`src/rtl/instr_fetch_unit_if.sv`:
```
// Fetch-unit bundle: instruction-memory handshake plus the decode-side
// instruction/branch feedback signals. The fetch unit uses the master modport.
interface instr_fetch_unit_if;
  logic        imem_req;
  logic [31:0] imem_addr;
  logic        imem_ready;
  logic [31:0] imem_rdata;
  logic        stall;
  logic        branch_taken;
  logic [31:0] imm;
  logic [31:0] pc;
  logic [31:0] instruction;
  logic [6:0]  opcode;
  logic        instr_valid;
  logic        fetch_err;

  modport master (
    output imem_req, imem_addr, pc, instruction, opcode, instr_valid, fetch_err,
    input  imem_ready, imem_rdata, stall, branch_taken, imm
  );

  modport slave (
    input  imem_req, imem_addr, pc, instruction, opcode, instr_valid, fetch_err,
    output imem_ready, imem_rdata, stall, branch_taken, imm
  );
endinterface

```
`src/rtl/instr_fetch_unit.sv`:
```
// Fetch stage: owns the PC, fetches one word per REQ/VALID round trip and
// redirects on taken branches; any timeout or misaligned target is a sticky fault.
module instr_fetch_unit #(
  parameter logic [31:0] RESET_PC = 32'h0000_0000,
  parameter int          MAX_WAIT = 16
) (
  input  logic               clk,
  input  logic               reset,
  instr_fetch_unit_if.master bus
);
  localparam int WCW = (MAX_WAIT > 1) ? $clog2(MAX_WAIT) : 1;

  typedef enum logic [1:0] {IDLE, REQ, VALID, ERROR} state_t;

  state_t      r_state;
  logic [31:0] r_pc;
  logic [31:0] r_instr;
  logic [WCW-1:0] r_wait_cnt;

  state_t      w_state_next;
  logic [31:0] w_pc_next;
  logic [31:0] w_instr_next;
  logic [WCW-1:0] w_wait_next;
  logic [31:0] w_target;

  assign w_target = r_pc + bus.imm;

  always_ff @(posedge clk) begin
    if (reset) begin
      r_state    <= IDLE;
      r_pc       <= RESET_PC;
      r_instr    <= '0;
      r_wait_cnt <= '0;
    end else begin
      r_state    <= w_state_next;
      r_pc       <= w_pc_next;
      r_instr    <= w_instr_next;
      r_wait_cnt <= w_wait_next;
    end
  end

  always_comb begin
    w_state_next = r_state;
    w_pc_next    = r_pc;
    w_instr_next = r_instr;
    w_wait_next  = r_wait_cnt;
    case (r_state)
      IDLE: begin
        w_state_next = REQ;
        w_wait_next  = '0;
      end
      REQ: begin
        // Ready on the last allowed cycle still wins over the timeout.
        if (bus.imem_ready) begin
          w_instr_next = bus.imem_rdata;
          w_wait_next  = '0;
          w_state_next = VALID;
        end else if (r_wait_cnt == WCW'(MAX_WAIT - 1)) begin
          w_state_next = ERROR;
        end else begin
          w_wait_next = r_wait_cnt + WCW'(1);
        end
      end
      VALID: begin
        if (!bus.stall) begin
          if (!bus.branch_taken) begin
            w_pc_next    = r_pc + 32'd4;
            w_state_next = REQ;
          end else if (w_target[1:0] == 2'b00) begin
            w_pc_next    = w_target;
            w_state_next = REQ;
          end else begin
            w_state_next = ERROR;
          end
        end
      end
      ERROR: begin
        w_state_next = ERROR;
      end
      default: begin
        w_state_next = ERROR;
      end
    endcase
  end

  assign bus.imem_req    = (r_state == REQ);
  assign bus.imem_addr   = r_pc;
  assign bus.pc          = r_pc;
  assign bus.instruction = r_instr;
  assign bus.opcode      = r_instr[6:0];
  assign bus.instr_valid = (r_state == VALID);
  assign bus.fetch_err   = (r_state == ERROR);
endmodule

```
`src/flat_wrapper.sv`:
```
// flat-port wrapper written by rule: the top's interface ports become plain ports
module instr_fetch_unit_flat 
#(
  parameter logic [31:0] RESET_PC = 32'h0000_0000,
  parameter int          MAX_WAIT = 16
)
  (clk, reset, bus_imem_req, bus_imem_addr, bus_pc, bus_instruction, bus_opcode, bus_instr_valid, bus_fetch_err, bus_imem_ready, bus_imem_rdata, bus_stall, bus_branch_taken, bus_imm);
  instr_fetch_unit_if bus_i ();
  input  logic clk;
  input  logic reset;
  output wire logic [$bits(bus_i.imem_req)-1:0] bus_imem_req;
  output wire logic [$bits(bus_i.imem_addr)-1:0] bus_imem_addr;
  output wire logic [$bits(bus_i.pc)-1:0] bus_pc;
  output wire logic [$bits(bus_i.instruction)-1:0] bus_instruction;
  output wire logic [$bits(bus_i.opcode)-1:0] bus_opcode;
  output wire logic [$bits(bus_i.instr_valid)-1:0] bus_instr_valid;
  output wire logic [$bits(bus_i.fetch_err)-1:0] bus_fetch_err;
  input wire logic [$bits(bus_i.imem_ready)-1:0] bus_imem_ready;
  input wire logic [$bits(bus_i.imem_rdata)-1:0] bus_imem_rdata;
  input wire logic [$bits(bus_i.stall)-1:0] bus_stall;
  input wire logic [$bits(bus_i.branch_taken)-1:0] bus_branch_taken;
  input wire logic [$bits(bus_i.imm)-1:0] bus_imm;
  assign bus_imem_req = bus_i.imem_req;
  assign bus_imem_addr = bus_i.imem_addr;
  assign bus_pc = bus_i.pc;
  assign bus_instruction = bus_i.instruction;
  assign bus_opcode = bus_i.opcode;
  assign bus_instr_valid = bus_i.instr_valid;
  assign bus_fetch_err = bus_i.fetch_err;
  assign bus_i.imem_ready = bus_imem_ready;
  assign bus_i.imem_rdata = bus_imem_rdata;
  assign bus_i.stall = bus_stall;
  assign bus_i.branch_taken = bus_branch_taken;
  assign bus_i.imm = bus_imm;
  instr_fetch_unit #(.RESET_PC(RESET_PC), .MAX_WAIT(MAX_WAIT)) u_core (.clk(clk), .reset(reset), .bus(bus_i));
endmodule
```
`config.mk`:
```
export PLATFORM = sky130hd
export DESIGN_NAME = instr_fetch_unit_flat
export DESIGN_NICKNAME = d
export VERILOG_FILES = /design/src/rtl/instr_fetch_unit_if.sv /design/src/rtl/instr_fetch_unit.sv /design/src/flat_wrapper.sv
export SDC_FILE = /design/constraint.sdc
export NUM_CORES = 1
export LEC_CHECK = 0
export ABC_CLOCK_PERIOD_IN_PS = 6460
export BUFFER_PORTS_ARGS = -buffer_cell sky130_fd_sc_hd__clkbuf_2
export CAP_MARGIN = 25
export CELL_PAD_IN_SITES_DETAIL_PLACEMENT = 1
export CELL_PAD_IN_SITES_GLOBAL_PLACEMENT = 1
export CORE_ASPECT_RATIO = 0.5
export CORE_MARGIN = 2
export CORE_UTILIZATION = 40
export CTS_BUF_LIST = sky130_fd_sc_hd__clkbuf_2
export DETAILED_ROUTE_END_ITERATION = 10
export PLACE_DENSITY_LB_ADDON = 0.25
export REMOVE_ABC_BUFFERS = 1
export SLEW_MARGIN = 10
export SYNTH_ARGS = -nofsm -noshare
export SYNTH_HDL_FRONTEND = slang
export SYNTH_SLANG_ARGS = --single-unit
```
`constraint.sdc`:
```
create_clock -name clk -period 6.46 [get_ports clk]
set_input_delay 0.323 -clock clk [delete_from_list [all_inputs] [get_ports clk]]
set_output_delay 0.323 -clock clk [all_outputs]
set_load 0.05 [all_outputs]
```
# Word level (Yosys, flattened, before mapping)
# Cells that the tools add are included.
dict set report word_totals {
  regBits 70
  input_bits 69
  elab_cells 34
}
dict set report classes {
  n_addsub 3
  eq_ne 8
  mux 11
  bitwise 1
  reduce_logical 7
}
# op n
set op_table {}
lappend op_table {{2-to-1 mux 32 bit} 2}
lappend op_table {{adder 32 x 3 -> 32 bit, second input constant} 1}
lappend op_table {{adder 32 bit} 1}
lappend op_table {{2-to-1 mux 2 bit} 5}
lappend op_table {{2-to-1 mux 4 bit} 2}
lappend op_table {{case mux 2 bit (4 select lines)} 1}
lappend op_table {{case mux 4 bit (2 select lines)} 1}
lappend op_table {{AND reduction 2 bit} 3}
lappend op_table {{adder 4 x 1 -> 4 bit, second input constant} 1}
lappend op_table {{equality test 2 bit, second input constant} 2}
lappend op_table {{equality test 4 bit, second input constant} 1}
lappend op_table {{zero test 2 bit} 2}
lappend op_table {{inequality test 3 x 1 -> 1 bit, second input constant} 1}
lappend op_table {{inequality test 3 bit, second input constant} 1}
lappend op_table {{AND reduction 3 bit} 1}
lappend op_table {{equality test 2 x 1 -> 1 bit, second input constant} 1}
lappend op_table {{inequality test 2 x 1 -> 1 bit, second input constant} 1}
lappend op_table {{inequality test 2 bit, second input constant} 1}
lappend op_table {{nonzero test 2 bit} 1}
lappend op_table {{inverter 1 bit} 1}

# Depth between registers and ports, before layout
# Gate-level depths: netlist (run 1).
dict set report depth {
  word_depth 6
  mapped_depth 13
  ltp_nobuf 12
}

# Worst setup path before layout (run 1)
# Ideal clock, no wire load.
dict set report synth_timing {
  kind {register to register}
  startpoint {reg u_core.r_pc[0], in the netlist u_core.bus.imem_addr[0]}
  endpoint {reg u_core.r_pc[28], in the netlist u_core.bus.imem_addr[28]}
  arrival_ns 2.997
  slack_ns 3.349
  stages_incl_launch_ff 13
  path_buffers 0
  period_less_slack_ns 3.111
  cell_sequence {dfxtp_1 > ha_1 > inv_1 > fa_1 > nor2b_2 > o2111ai_1 > a2111oi_2 > nor3_2 > o311ai_2 > a31oi_1 > a21oi_1 > xor2_1 > a21o_1}
}
dict set report synth_via {
  elab_chain_cells 4
}
# element line_no
set synth_rtl {}
lappend synth_rtl {{start, declared} instr_fetch_unit.sv:16} ;# logic [31:0] r_pc;
lappend synth_rtl {{start signal, assigned} instr_fetch_unit.sv:36} ;# r_pc <= w_pc_next;
lappend synth_rtl {{adder 32 bit} instr_fetch_unit.sv:26} ;# assign w_target = r_pc + bus.imm;
lappend synth_rtl {{zero test 2 bit} instr_fetch_unit.sv:69} ;# end else if (w_target[1:0] == 2'b00) begin
lappend synth_rtl {{inequality test 2 x 1 -> 1 bit (no line)} n/a}
lappend synth_rtl {{AND reduction 3 bit (no line)} n/a}
# Parallel ways exist; a longest one is shown, timed or not. The select of a mux whose other input is x is not followed.
# A chain may end at the register's enable or synchronous reset.

# Final worst setup path (run 1)
# Same ends and word-level chain as after synthesis.

==> flow_metrics.env, run 1 <==
export IMPL_p_comb_share_pct=26.1
export IMPL_crit_path_cell_trace="ha_1 > inv_1 > fa_1 > nor2b_2 > o2111ai_1 > a2111oi_2 > nor3_2 > o311ai_2 > a31oi_1 > a21oi_1 > xor2_1 > a21o_1"
export IMPL_timing_rr_start="u_core.bus.imem_addr[0]"
export IMPL_hp_class="in -> reg"
export IMPL_crit_path_start_kind="flip-flop"
export IMPL_crit_arrival_ns=3.83
export IMPL_power_net_switching_w=0.000361
export IMPL_hp_start="bus_imem_ready"
export IMPL_seq_power_share_pct=47.1
export IMPL_slew_violations=0
export IMPL_final_common_cell="clkbuf_2"
export IMPL_vias=5737
export IMPL_cap_violations=0
export IMPL_start_util_pct=41.2
export IMPL_dpl_cell_area_mm2=0.00594
export IMPL_drt_wl_total_um=18100
export IMPL_cts_buffers=9
export IMPL_antenna_found_initial=0
export IMPL_cts_num_sinks=70
export IMPL_p_per_area_mw_per_mm2=153
export IMPL_period_share_pct=51.8
export IMPL_ys_warnings_count=0
export IMPL_first_global_vias=5572
export IMPL_grt_first_pass_wirelength_um=29100
export IMPL_finalHoldViolations=0
export IMPL_ctsLongestPathBuffers=2
export IMPL_cp_required_ns=6.94
export IMPL_cpPeakStageDelay_ns=0.52
export IMPL_synthFlopType="dfxtp_1"
export IMPL_synth_cells=705
export IMPL_post_route_min_period_ns=3.35
export IMPL_cts_root_buffer="clkbuf_2"
export IMPL_synthToLayoutAreaGrowth_pct=22.1
export IMPL_rrSetupSlack_ns=3.11
export IMPL_clockPowerShare_pct=26.8
export IMPL_synthesis_area_mm2=0.00523
export IMPL_holdPathStages=3
export IMPL_io_buffers=174
export IMPL_async_flop_share_pct=0
export IMPL_dp_hpwl_um=12500
export IMPL_io_pins=175
export IMPL_fin_setup_tns_ns=0
export IMPL_rsz0062_at_grt="no"
export IMPL_vdd_drop_max_v=0.0000822
export IMPL_grt_util_met3_pct=4.85
export IMPL_drive_gt1_share_pct=25.1
export IMPL_met2_usage_pct=42.7
export IMPL_antenna_cells=0
export IMPL_synth_edff_count=0
export IMPL_setup_viol=0
export IMPL_ant_nets=0
export IMPL_worst_setup_path_end_kind="flip-flop"
export IMPL_final_cell_mix="clkbuf_2 (183), nand2_1 (95), a21oi_1 (93), dfxtp_1 (70), nor2_1 (58)"
export IMPL_holdPathEnd="u_core.r_state[1]"
export IMPL_tightest_slew_ns=0.844
export IMPL_status="finished clean"
export IMPL_crit_fanout=4
export IMPL_design_core_area_mm2=0.0127
export IMPL_swShare_pct=36.9
export IMPL_insertion_delay_ns=0.53
export IMPL_reg2reg_to="u_core.bus.imem_addr[28]"
export IMPL_cpMaxStageDelayCell="a2111oi_2"
export IMPL_die_h_um=84.9
export IMPL_finClkSkew_ns=0.0252
export IMPL_path_class="reg -> reg"
export IMPL_p_total_w=0.000979
export IMPL_yosysUniqueCellTypes=70
export IMPL_path_clk_slew_ns=0.22
export IMPL_die_w_um=166
export IMPL_fin_hold_ws_ns=0.141
export IMPL_fmaxAchievable_mhz=299
export IMPL_relSlewSlack_pct=43.7
export IMPL_fin_area_mm2=0.00639
export IMPL_grt_max_degree=73
export IMPL_gp_congestion=0.862
export IMPL_route_detailed_drc=0
export IMPL_internal_power_w=0.000617
export IMPL_rows=29
export IMPL_drtIter0Drc=301
export IMPL_fill_cells=1663
export IMPL_track_usage_pct=25.2
export IMPL_final_nets=958
export IMPL_die_area_mm2=0.0141
export IMPL_postCtsSetupBuffers=0
export IMPL_synth_seq_cells=70
export IMPL_busiest_layer="met2"
export IMPL_cts_tree="yes"
export IMPL_dr_pass1_iters=4
export IMPL_grt_ovfl_total=0
export IMPL_use_met1_pct=34.1
export IMPL_p_leak_nw=2.91
export IMPL_wl_per_cell_um=17.6
export IMPL_reg2reg_depth=12
export IMPL_viasPerCell=5.58
export IMPL_syn_area_per_cell_um2=7.42
export IMPL_ys_seq_area_share_pct=26.8
export IMPL_htreeDepth=3
## critical path, delay by kind of cell (launching register included)
family	cells	cell delay, ns
fa+ha+maj	2	0.63
flops	1	0.43
buf+inv	1	0.07
simple gates	2	0.33
xor+xnor	1	0.18
compound gates	6	1.65
## what timing repair did
item / CTS / global route
endpoints found under the hold margin: 33 / 0
hold buffers: 33 / 0
resized for setup: 0 / 0
## final cells by class
class	instances	area (um^2)	share of cell area [%]
clock buffer	9	45.0	0.705
clock inverter	6	63.8	0.999
inverter	17	63.8	0.999
multi-input combinational	543	3340	52.3
sequential	70	1400	21.9
tap	170	213	3.33
timing repair buffer	214	1260	19.7
## power groups by stage
stage / logic (W) / registers (W) / clock network, W
3_5_place_dp: 0.000234 / 0.000468 / 0
3_3_place_gp: 0.000229 / 0.000467 / 0
5_1_grt: 0.000274 / 0.000463 / 0.000293
4_1_cts: 0.000251 / 0.000460 / 0.000276
2_1_floorplan: 0.0000914 / 0.000527 / 0
6_report: 0.000255 / 0.000461 / 0.000263
## through the flow
step | worst slack (ns) | instances | utilization (%)
4_1_cts | 3.05 | 1028 | 50.2
6_report | 3.11 | 1029 | 50.3
3_5_place_dp | 3.11 | 980 | 46.8
3_3_place_gp | 3.25 | 979 | 46.7
5_1_grt | 2.89 | 1029 | 50.3
2_1_floorplan | 1.73 | 630 | -
## flip-flops by register name, summed over array words and instances (netlist names)
signal,flops
u_core.bus.imem_addr,32
u_core.r_state,2
u_core.bus.instruction,32
u_core.r_wait_cnt,4
## logic make-up after synthesis
| kind of cell | after synthesis | synth area share (%) |
|---|---|---|
| and+or+nand+nor | 263 | 24.7 |
| buffers and inverters | 92 | 9.49 |
| AOI/OAI and AO/OA | 220 | 26.3 |
| adders and majority gates | 34 | 8.27 |
| muxes | 5 | 0.957 |
| DFF | 70 | 26.8 |
| xor gates and xnor gates | 21 | 3.52 |
## synthesized netlist by cell type, types with 12 or more instances
cell type | n | area, um^2
nor3_1 | 17 | 85.1
and3_1 | 12 | 75.1
nand3_1 | 20 | 100
a21oi_1 | 93 | 465
buf_4 | 40 | 300
o21ai_0 | 38 | 190
a21o_1 | 20 | 150
inv_1 | 17 | 63.8
dfxtp_1 | 70 | 1400
nand2_1 | 95 | 357
clkbuf_1 | 33 | 124
ha_1 | 33 | 413
nor2_1 | 58 | 218
xnor2_1 | 13 | 114
## worst max-delay path by stage
stage,to,slack (ns),from
global route,u_core.bus.imem_addr[28],2.89,u_core.bus.imem_addr[0]
floorplan,u_core.bus.imem_addr[27],1.73,u_core.bus.imem_addr[0]
finish,u_core.bus.imem_addr[28],3.11,u_core.bus.imem_addr[0]
detailed placement,u_core.bus.imem_addr[24],3.11,bus_imm[0]
CTS,u_core.bus.imem_addr[24],3.05,u_core.bus.imem_addr[0]
global placement,u_core.bus.imem_addr[24],3.25,bus_imm[0]
## layer usage
metal | share of wire [%] | up-vias
li1 | - | 2794
met1 | 49 | 2783
met2 | 47 | 154
met3 | 4.5 | 6
met4 | 0.36 | 0
met5 | 0 | -
Power figures use the tool's default switching activity.
==> run 2: changes to the inputs <==
--- a/config.mk
+++ b/config.mk
@@ -5,14 +5,15 @@
 export SDC_FILE = /design/constraint.sdc
 export NUM_CORES = 1
 export LEC_CHECK = 0
-export ABC_CLOCK_PERIOD_IN_PS = 6460
+export ABC_AREA = 1
+export ABC_CLOCK_PERIOD_IN_PS = 3000
 export BUFFER_PORTS_ARGS = -buffer_cell sky130_fd_sc_hd__clkbuf_2
 export CAP_MARGIN = 25
 export CELL_PAD_IN_SITES_DETAIL_PLACEMENT = 1
 export CELL_PAD_IN_SITES_GLOBAL_PLACEMENT = 1
 export CORE_ASPECT_RATIO = 0.5
 export CORE_MARGIN = 2
-export CORE_UTILIZATION = 40
+export CORE_UTILIZATION = 33
 export CTS_BUF_LIST = sky130_fd_sc_hd__clkbuf_2
 export DETAILED_ROUTE_END_ITERATION = 10
 export PLACE_DENSITY_LB_ADDON = 0.25
==> constraint.sdc (replaced) <==
create_clock -name clk -period 3 [get_ports clk]
set_input_delay 0.15 -clock clk [delete_from_list [all_inputs] [get_ports clk]]
set_output_delay 0.15 -clock clk [all_outputs]
set_load 0.05 [all_outputs]
==> run 2 against run 1 <==
Effect of this change:
- cell count up 31%
- critical path depth stayed put
- sequential power grew 120%
- synthesized cell count is 33% higher
- maximum frequency increased by 36%
- first-iteration DRC count up 2.7%
- largest cell class unchanged
- highest routed layer unchanged
==> flow_metrics.env, run 2 <==
export IMPL_status="finished clean"
export IMPL_design_core_area_mm2=0.0173
export IMPL_wl_per_cell_um=17.5
export IMPL_start_util_pct=33.5
export IMPL_final_nets=1214
export IMPL_rsz0062_at_grt="no"
export IMPL_post_route_min_period_ns=2.47
export IMPL_fin_ws_ns=0.535
export IMPL_first_global_vias=7149
export IMPL_cp_required_ns=3.48
export IMPL_yosysUniqueCellTypes=44
export IMPL_cp_buffers_inverters=2
export IMPL_synth_cells=940
export IMPL_slew_violations=0
export IMPL_setup_viol=0
export IMPL_route_detailed_drc=0
export IMPL_crit_arrival_ns=2.95
export IMPL_drtIter0Drc=309
export IMPL_rows=34
export IMPL_power_net_switching_w=0.000949
export IMPL_async_flop_share_pct=0
export IMPL_die_w_um=191
export IMPL_cp_depth=12
export IMPL_cts_buffers=9
export IMPL_p_leak_nw=3.54
export IMPL_finalHoldViolations=0
export IMPL_vias=6904
export IMPL_cts_tree="yes"
export IMPL_final_common_cell="nand2_1"
export IMPL_swShare_pct=40.7
export IMPL_p_total_w=0.00233
export IMPL_reg2reg_to="u_core.bus.imem_addr[29]"
export IMPL_postCtsSetupBuffers=0
export IMPL_cpPeakStageDelay_ns=0.51
export IMPL_synthToLayoutAreaGrowth_pct=23.3
export IMPL_worstSetupEndpoint="u_core.bus.imem_addr[29]"
export IMPL_synth_seq_cells=70
export IMPL_syn_area_per_cell_um2=6.16
export IMPL_finClkSkew_ns=0.0442
export IMPL_ys_seq_area_share_pct=24.2
export IMPL_p_comb_share_pct=30.4
export IMPL_clockPowerShare_pct=26.3
export IMPL_synth_top_cell_by_area="dfxtp_1"
export IMPL_die_area_mm2=0.0187
export IMPL_synthesis_area_mm2=0.00579
export IMPL_die_h_um=97.6
export IMPL_ctsLongestPathBuffers=2
export IMPL_timing_critical_path_from="u_core.bus.imem_addr[8]"
export IMPL_synthFlopType="dfxtp_1"
export IMPL_cts_root_buffer="clkbuf_2"
export IMPL_ys_warnings_count=0
export IMPL_cts_resized=0
export IMPL_ant_nets=0
export IMPL_synth_edff_count=0
export IMPL_vdd_drop_max_v=0.000205
export IMPL_synth_common_cells="nand2_1 (275), a21oi_1 (119), inv_1 (93)"
export IMPL_antenna_found_initial=0
export IMPL_internal_power_w=0.00138
export IMPL_io_pins=175
export IMPL_htreeDepth=3
export IMPL_cpMaxStageDelayCell="dfxtp_1"
export IMPL_tightest_slew_ns=0.998
export IMPL_hp_class="in -> reg"
export IMPL_grt_ovfl_total=0
export IMPL_gp_congestion=0.892
export IMPL_worst_setup_path_end_kind="flip-flop"
export IMPL_crit_top_cell="nand2_1"
export IMPL_io_buffers=174
export IMPL_cap_violations=0
export IMPL_final_cell_mix="nand2_1 (275), clkbuf_2 (184), a21oi_1 (119), inv_1 (93), dfxtp_1 (70)"
export IMPL_drt_wl_total_um=23700
export IMPL_fin_setup_tns_ns=0
export IMPL_relSlewSlack_pct=33.4
export IMPL_rrSetupSlack_ns=0.53
export IMPL_pre_cts_ws_ns=0.627
export IMPL_dp_hpwl_um=18300
export IMPL_crit_path_cell_trace="ha_1 > nand2_1 > inv_1 > a21oi_1 > inv_1 > a21oi_1 > nand2_1 > nand2_1 > nand2_1 > nand2_1 > nand3_1 > a21oi_1"
export IMPL_track_usage_pct=25.6
export IMPL_timing_rr_start="u_core.bus.imem_addr[8]"
export IMPL_crit_fanout=7
export IMPL_p_per_area_mw_per_mm2=327
export IMPL_dr_pass1_iters=5
export IMPL_grt_first_pass_wirelength_um=37900
export IMPL_post_synth_top_count_cell="nand2_1"
export IMPL_cts_num_sinks=70
export IMPL_cpLargestDelayFamily="simple AND/OR/NAND/NOR gates"
export IMPL_fmaxAchievable_mhz=406
export IMPL_synth_top_area_share_pct=24.2
export IMPL_path_clk_slew_ns=0.24
export IMPL_postCtsHoldBufs=35
export IMPL_reg2reg_depth=12
export IMPL_path_class="reg -> reg"
export IMPL_viasPerCell=5.11
export IMPL_grt_max_degree=43
export IMPL_seq_power_share_pct=43.3
export IMPL_insertion_delay_ns=0.54
export IMPL_antenna_cells=0
export IMPL_synth_area_leaders="dfxtp_1 (24%), nand2_1 (18%), a21oi_1 (10%)"
export IMPL_period_share_pct=82.2
export IMPL_crit_path_start_kind="flip-flop"
export IMPL_drive_gt1_share_pct=20.2
[run 2: power by group through the flow]
stage | sequential, W | clock (W) | combinational [W]
3_3_place_gp | 0.00102 | 0 | 0.000651
6_report | 0.00101 | 0.000615 | 0.000709
3_5_place_dp | 0.00103 | 0 | 0.000662
5_1_grt | 0.00102 | 0.000674 | 0.000769
4_1_cts | 0.00101 | 0.000635 | 0.000700
2_1_floorplan | 0.00118 | 0 | 0.000266
[run 2: layout make-up]
| cell class | instances | area [um^2] |
|---|---|---|
| fillers | 2364 | 10100 |
| multi-input cells | 710 | 3620 |
| flip-flops and latches | 70 | 1400 |
| repair buffers | 223 | 1330 |
| inverters | 97 | 369 |
| well taps | 234 | 293 |
| clock inverters | 6 | 71.3 |
| clock buffers | 10 | 50.0 |
[run 2: worst min path at each step]
stage | start | to | depth (start not counted)
after floorplan | reset | u_core.bus.imem_addr[8] | 1
after global placement | bus_imem_rdata[12] | u_core.bus.instruction[12] | 3
after detailed placement | bus_imem_rdata[25] | u_core.bus.instruction[25] | 3
after CTS | bus_imm[27] | u_core.bus.imem_addr[27] | 5
after global routing | reset | u_core.bus.imem_addr[0] | 4
final | bus_imm[27] | u_core.bus.imem_addr[27] | 5
[run 2: worst reg2reg max path, stage by stage, from the launching register on]
cell     delay (ns)
dfxtp_1        0.51
ha_1           0.35
nand2_1        0.11
inv_1          0.09
a21oi_1        0.34
inv_1          0.10
a21oi_1        0.15
nand2_1        0.16
nand2_1        0.16
nand2_1        0.08
nand2_1        0.06
nand3_1        0.15
a21oi_1        0.17
[run 2: cells by family after synthesis]
family          Yosys count  synth area share (%)
simple gates            456                  33.7
compound gates          204                  18.9
buf+inv                 160                  13.3
flops                    70                  24.2
fa+ha+maj                34                  7.48
xor+xnor                 16                  2.42
[run 2: through the flow]
stage | util, % | hold slack, ns | area (um^2) | cells
after floorplan | - | 0.216 | 5390 | 877
after global placement | 38.5 | 0.383 | 6650 | 1298
after detailed placement | 38.5 | 0.392 | 6650 | 1298
after CTS | 41.2 | 0.0471 | 7120 | 1349
after global routing | 41.3 | 0.0581 | 7140 | 1350
final | 41.3 | 0.0963 | 7140 | 1350
[run 2: routing by layer]
metal  wire length (um)  vias up  global-route usage, %
li1                   -     3393                      -
met1              11200     3287                   34.5
met2              10900      216                   42.6
met3               1520        8                   5.60
met4                104        0                   3.49
met5                  0        -                      0
